[src/rtl/config_loader.sv]
// Configuration loader: streams NUM_WORDS words into level-sensitive latch banks with a
// setup/strobe/hold sequence per word. Optional trailing checksum word enabled by CFG_CHECKSUM_EN.
module config_loader #(
  parameter int unsigned WORD_W    = 32,
  parameter int unsigned NUM_WORDS = 17
) (
  input  logic                 clk,
  input  logic                 reset,
  input  logic                 io_start,
  input  logic                 io_in_valid,
  output logic                 io_in_ready,
  input  logic [WORD_W-1:0]    io_in_data,
  output logic [WORD_W-1:0]    io_d_out,
  output logic [NUM_WORDS-1:0] io_configs_en,
  output logic                 io_done,
  output logic                 io_err
);

  localparam int unsigned       IdxW    = (NUM_WORDS > 1) ? $clog2(NUM_WORDS) : 1;
  localparam logic [IdxW-1:0]   LastIdx = IdxW'(NUM_WORDS - 1);
  localparam logic [NUM_WORDS-1:0] EnOne = NUM_WORDS'(1);

`ifdef CFG_CHECKSUM_EN
  typedef enum logic [2:0] {
    StIdle, StSetup, StStrobe, StHold, StCheck, StDone
  } state_e;
`else
  typedef enum logic [2:0] {
    StIdle, StSetup, StStrobe, StHold, StDone
  } state_e;
`endif

  state_e                 state_q;
  logic [IdxW-1:0]        idx_q;
  logic [WORD_W-1:0]      d_out_q;
  logic [NUM_WORDS-1:0]   en_q;
  logic                   done_q;

`ifdef CFG_CHECKSUM_EN
  logic [WORD_W-1:0]      csum_q;
  logic                   err_q;

  assign io_in_ready = ((state_q == StIdle) || (state_q == StCheck)) && !io_start;
  assign io_err      = err_q;
`else
  assign io_in_ready = (state_q == StIdle) && !io_start;
  assign io_err      = 1'b0;
`endif

  assign io_d_out      = d_out_q;
  assign io_configs_en = en_q;
  assign io_done       = done_q;

  always_ff @(posedge clk) begin
    if (reset) begin
      state_q <= StIdle;
      idx_q   <= '0;
      d_out_q <= '0;
      en_q    <= '0;
      done_q  <= 1'b0;
`ifdef CFG_CHECKSUM_EN
      csum_q  <= '0;
      err_q   <= 1'b0;
`endif
    end else if (io_start) begin
      // Abort: in-flight word is dropped, d_out is left alone since no enable is high.
      state_q <= StIdle;
      idx_q   <= '0;
      en_q    <= '0;
      done_q  <= 1'b0;
`ifdef CFG_CHECKSUM_EN
      csum_q  <= '0;
      err_q   <= 1'b0;
`endif
    end else begin
      case (state_q)
        StIdle: begin
          if (io_in_valid) begin
            d_out_q <= io_in_data;
`ifdef CFG_CHECKSUM_EN
            csum_q  <= csum_q ^ io_in_data;
`endif
            state_q <= StSetup;
          end
        end
        StSetup: begin
          en_q    <= EnOne << idx_q;
          state_q <= StStrobe;
        end
        StStrobe: begin
          en_q    <= '0;
          state_q <= StHold;
        end
        StHold: begin
          if (idx_q != LastIdx) begin
            idx_q   <= idx_q + 1'b1;
            state_q <= StIdle;
          end else begin
`ifdef CFG_CHECKSUM_EN
            state_q <= StCheck;
`else
            state_q <= StDone;
            done_q  <= 1'b1;
`endif
          end
        end
`ifdef CFG_CHECKSUM_EN
        StCheck: begin
          // Trailing word is compared, never strobed into a bank.
          if (io_in_valid) begin
            err_q   <= (io_in_data != csum_q);
            done_q  <= 1'b1;
            state_q <= StDone;
          end
        end
`endif
        StDone: begin
          state_q <= StDone;
        end
        default: begin
          state_q <= StIdle;
        end
      endcase
    end
  end

endmodule

[config.mk]
export PLATFORM = sky130hd
export DESIGN_NAME = config_loader
export DESIGN_NICKNAME = d
export VERILOG_FILES = /design/src/rtl/config_loader.sv
export SDC_FILE = /design/constraint.sdc
export NUM_CORES = 1
export LEC_CHECK = 0
export CAP_MARGIN = 20
export CELL_PAD_IN_SITES_DETAIL_PLACEMENT = 1
export CELL_PAD_IN_SITES_GLOBAL_PLACEMENT = 2
export CORE_ASPECT_RATIO = 0.5
export CORE_UTILIZATION = 26
export DETAILED_ROUTE_END_ITERATION = 10
export GPL_ROUTABILITY_DRIVEN = 0
export PLACE_DENSITY_LB_ADDON = 0.1
export SLEW_MARGIN = 20
export SYNTH_ARGS = -nofsm -noshare
export SYNTH_HDL_FRONTEND = slang
export SYNTH_SLANG_ARGS = --single-unit
[constraint.sdc]
create_clock -name clk -period 1.8 [get_ports clk]
set_input_delay 0.36 -clock clk [delete_from_list [all_inputs] [get_ports clk]]
set_output_delay 0.36 -clock clk [all_outputs]
set_load 0.01 [all_outputs]
**Word-level counts from Yosys, hierarchy flattened**

Index checks and enable logic that the tools add are counted.

- Word-level logic and storage cells: 27
- Output and inout bits: 52
- Register bits: 58

- Multiplexer cells: 4
- Shift-type cells: 1
- Add/sub/neg operators: 1
- Bitwise logic cells: 2
- Equality and inequality tests: 6
- Reduce and logical (&&, ||, !) cells: 8

Operators by type and width:

| kind | count |
|---|---|
| 17-bit case mux with 2 select lines | 1 |
| 1-bit by 5-bit left shift with 17-bit output, first input constant | 1 |
| 3-bit case mux with 5 select lines | 1 |
| 3-bit by 2-bit == test with 1-bit output, second input constant | 2 |
| 3-bit 2-to-1 mux | 2 |
| 5-bit by 1-bit adder with 5-bit output, second input constant | 1 |
| 5-bit inequality test, second input constant | 1 |
| 2-bit AND reduction | 2 |
| 3-bit by 1-bit == test with 1-bit output, second input constant | 1 |
| 3-bit == test, second input constant | 1 |
| 3-bit logical NOT | 1 |
| 3-bit AND reduction | 1 |
| 2-bit inequality test, second input constant | 1 |
| 1-bit inverter | 2 |
| 2-bit nonzero test | 1 |
| 2-bit OR reduction | 1 |
| 1-bit logical AND | 1 |
| 1-bit logical NOT | 1 |

**Depth between registers and ports, before layout**

- Word-level depth: 3
- Depth in mapped cells: 6
- Mapped depth without buffers: 5

**Worst setup path before layout**

OpenSTA, ideal clock, no wires.

- Kind: register -> register
- From: reg idx_q[0]
- To: reg idx_q[0]
- Clock period less this slack: 1.467 ns
- Library setup time: 0.070 ns
- Cell stages (with the launch flop): 7
- Setup slack: 0.333 ns
- Data arrival time: 1.397 ns
- Buffers on the path: 1
- Cell sequence: dfxtp_1 -> inv_1 -> ha_1 -> nor4bb_1 -> clkbuf_1 -> or3_1 -> a21oi_1

- Cells in the longest elaborated chain, start to end: 2
- Elaborated cells between the ends (all ways): 3
- Those cells by class: add/sub: 1; eq/ne: 1; reduce/logical: 1

RTL lines:

| item | line | RTL |
|---|---|---|
| start, declared | 34 | `logic [IdxW-1:0] idx_q;` |
| start signal, assigned | 96 | `idx_q <= idx_q + 1'b1;` |
| branches (longest 2 deep; another with 5-bit by 1-bit adder with 5-bit output) | -- |  |

Several ways; the timed one is not identified.
A chain may end at the register's enable or synchronous reset.

**Worst setup path in the final report**

- From: in io_start
- To: out io_in_ready

- Cells in the longest elaborated chain, start to end: 2

RTL lines:

| item | line | RTL |
|---|---|---|
| start, declared | 9 | `input logic io_start,` |
| 1-bit logical NOT | 46 | `assign io_in_ready = (state_q == StIdle) && !io_start;` |
| 1-bit logical AND | 46 |  |
| end, declared | 11 | `output logic io_in_ready,` |

Every way passes these cells.

==> metrics.md <==
| Metric | Value |
|---|---|
| Status | `finished clean` |
| I/O Pins | `88` |
| Final setup vio count | `0` |
| Max Fclk | `573 MHz` |
| Nature of the critical path startpoint | `input pin` |
| Commonest cells after routing, fill and taps aside | `85 x clkdlybuf4s50_1, 58 x dfxtp_1, 32 x nand2b_1, 32 x nand4b_1, 27 x o21ai_0` |
| RSZ-0062 raised after global routing | `false` |
| Combinational Power Share | `0.096` |
| DRT iter0 DRCs | `152` |
| NetSw | `765 uW` |
| Hold-fix buffers, CTS | `0` |
| DRC | `0` |
| Hold path cells | `2` |
| Drt total wl | `7.16 mm` |
| Max cap viols | `0` |
| Avg Vias per Cell | `4.82` |
| CTS root buffer | `clkbuf_16` |
| Area share of the largest cell type after synthesis | `0.471` |
| Area post-placement | `0.00350 mm^2` |
| EDFF count, synth | `0` |
| Max H-tree Level | `3` |
| Antenna diode count | `0` |
| RR Startpoint | `idx_q[1]` |
| Top_reg_cell synth | `dfxtp_1` |
| Clk_lat worst skew | `0.32 ns` |
| Synth area leaders | `dfxtp_1 47%, nand4b_1 11%, nand2b_1 8.1%` |
| Asr flop ratio synth | `0` |
| Leak | `1.33 nW` |
| HPWL after DPL | `4.97 mm` |
| Post-synth net total | `296` |
| Min cycle time layout | `1.75 ns` |
| Synth Warn # | `0` |
| GRT Total Usage | `0.149` |
| Post-route design area | `0.00384 mm^2` |
| Reg2reg end | `idx_q[2]` |
| Met3 Wirelength | `454 um` |
| Largest net degree at the start of global routing | `65` |
| Storage cell area | `0.00116 mm^2` |
| PwrDens | `940 mW/mm^2` |
| Power, Total | `3.61 mW` |
| CTS max path bufs | `2` |
| Fin nets | `382` |
| Vias | `2228` |
| CP Capture Type | `primary output` |
| Hold crit path type | `register to register` |
| Sequential-to-total area share from yosys stat | `0.471` |
| Max-slew violation count | `0` |
| Switching share of power | `0.212` |
| Layout cells sized above 1 | `0.101` |
| CTS tree | `yes` |
| Clock Skews | `0.00436 ns` |
| Final hold slack | `0.462 ns` |
| Clock slew at reported path FFs | `0.05 ns` |
| Multi-input gate area | `0.00115 mm^2` |
| Distinct cell type count after synthesis | `34` |
| Synth-to-Final Area Change | `55.6%` |
| Max FO, Critical Path | `3` |
| WL met1 | `3.22 mm` |
| Internal | `2.84 mW` |
| Die Wd | `140 um` |
| Critical Path RT | `1.44 ns` |
| Crit path DAT | `1.39 ns` |
| Met2 WL | `3.40 mm` |
| Clock share of power | `0.531` |
| Reg2Reg Depth | `6` |
| Crit share post-route | `0.970` |
| Top Layer Used | `met4` |
| Die height | `70.9 um` |
| Most common cell after layout, fill and taps aside | `clkdlybuf4s50_1` |
| Vias in the first global route | `2340` |
| Detail Route Antenna Nets | `0` |
| Mapped cell area | `0.00247 mm^2` |
| DIE AREA | `0.00990 mm^2` |
| WL/cell | `15.5 um` |
| Hold path startpoint | `io_d_out[15]` |
| Largest area contributor in the netlist | `dfxtp_1` |
| Hold Vio Cnt, Final | `0` |
| CORE AREA | `0.00895 mm^2` |
| Setup CP Type | `input pin to primary output` |
| Worst VDD drop | `458 uV` |
| Final Core Density | `0.429` |
| DRT Pass-1 Iters | `4` |
| CTS Buf Count | `9` |
| Reg power frac | `0.373` |
| Wire length of the first global-routing pass | `11.3 mm` |
| Setup tns final | `0 ns` |
| Starting density of the core | `0.276` |
| Initial antenna violation count | `0` |
| Mean Syn Cell Area | `9.71 um^2` |
| Grt ovf | `0` |
| FILL cells | `980` |
| CTS sink cnt | `58` |
| Std cell rows | `24` |
| Post-synthesis register bit count | `58` |
| Hold EP | `io_d_out[15]` |
| Buffers on Ports | `86` |
| Cells after Synth | `254` |
| Register-to-Register Setup Slack | `0.15 ns` |
-- worst max-delay path: stages --
cell             delay (ns)
clkdlybuf4s50_1        0.47
nor4_4                 0.26
clkdlybuf4s15_1        0.29
-- flip-flops by register name (all words and copies together), names as in the netlist --
register,flops
idx_q,5
io_configs_en,17
io_d_out,32
io_done,1
state_q,3
-- worst max path at each step --
stage	startpoint	to	slack [ns]	cells after the start
6_report	io_start	io_in_ready	0.05	3
5_1_grt	io_start	io_in_ready	0.01	3
4_1_cts	io_start	io_in_ready	0.03	3
3_5_place_dp	io_start	io_in_ready	-0.26	3
3_3_place_gp	io_start	io_in_ready	-0.26	3
2_1_floorplan	idx_q[0]	idx_q[0]	0.33	6
-- layer usage --
| layer | vias to the layer above | track usage |
|---|---|---|
| met2 | 56 | 0.257 |
| met4 | 0 | 0.0586 |
| met3 | 8 | 0.0616 |
| met1 | 1073 | 0.165 |
| li1 | 1091 | - |
| met5 | - | 0 |
-- cells by family (layout without fill, tap and decap cells) --
logic type               count (synthesis)  after routing  share of synthesized area
flip-flops                              58             58                      0.471
other                                    1              1                    0.00152
buffers and inverters                   32            123                     0.0614
AO/OA/AOI/OAI                           63             63                      0.168
XOR/XNOR                                 1              1                    0.00355
adder cells (fa/ha/maj)                  6              6                     0.0304
AND/OR/NAND/NOR                         93             93                      0.264
-- synthesized netlist by cell type, types with 2 or more instances --
cell type,instances
nand3_1,4
or3_1,4
nor2_1,10
buf_2,9
nand2b_1,32
clkbuf_1,11
nand2_1,2
inv_1,5
o21ai_0,27
o21ai_1,10
buf_4,5
ha_1,6
a21oi_1,5
nand4b_1,32
a32o_1,16
dfxtp_1,58
-- power groups by stage --
stage	sequential, mW	clock (mW)	combinational (mW)
6_report	1.35	1.92	0.345
4_1_cts	1.35	1.97	0.349
2_1_floorplan	1.39	0	0.129
3_5_place_dp	1.37	0	0.348
3_3_place_gp	1.37	0	0.343
5_1_grt	1.35	2.04	0.371
-- final cells by class --
type / instances / share of cell area
clock inverters: 4 / 0.0189
flip-flops and latches: 58 / 0.303
clock buffers: 12 / 0.0694
inverters: 5 / 0.00489
well taps: 117 / 0.0381
repair buffers: 102 / 0.265
multi-input cells: 164 / 0.301
-- per-stage QoR --
step	setup slack [ns]	instances
floorplan	0.333	254
finish	0.0544	462
detailed placement	-0.258	446
global placement	-0.261	446
global route	0.0141	462
CTS	0.0276	462
-- timing repair --
item | in CTS | in global routing
hold endpoints to repair | 0 | 0
gates resized for setup | 1 | 1
setup buffers | 0 | 0
endpoints found under the setup margin | 1 | 1
No activity file was read; power rests on OpenSTA's default activity.
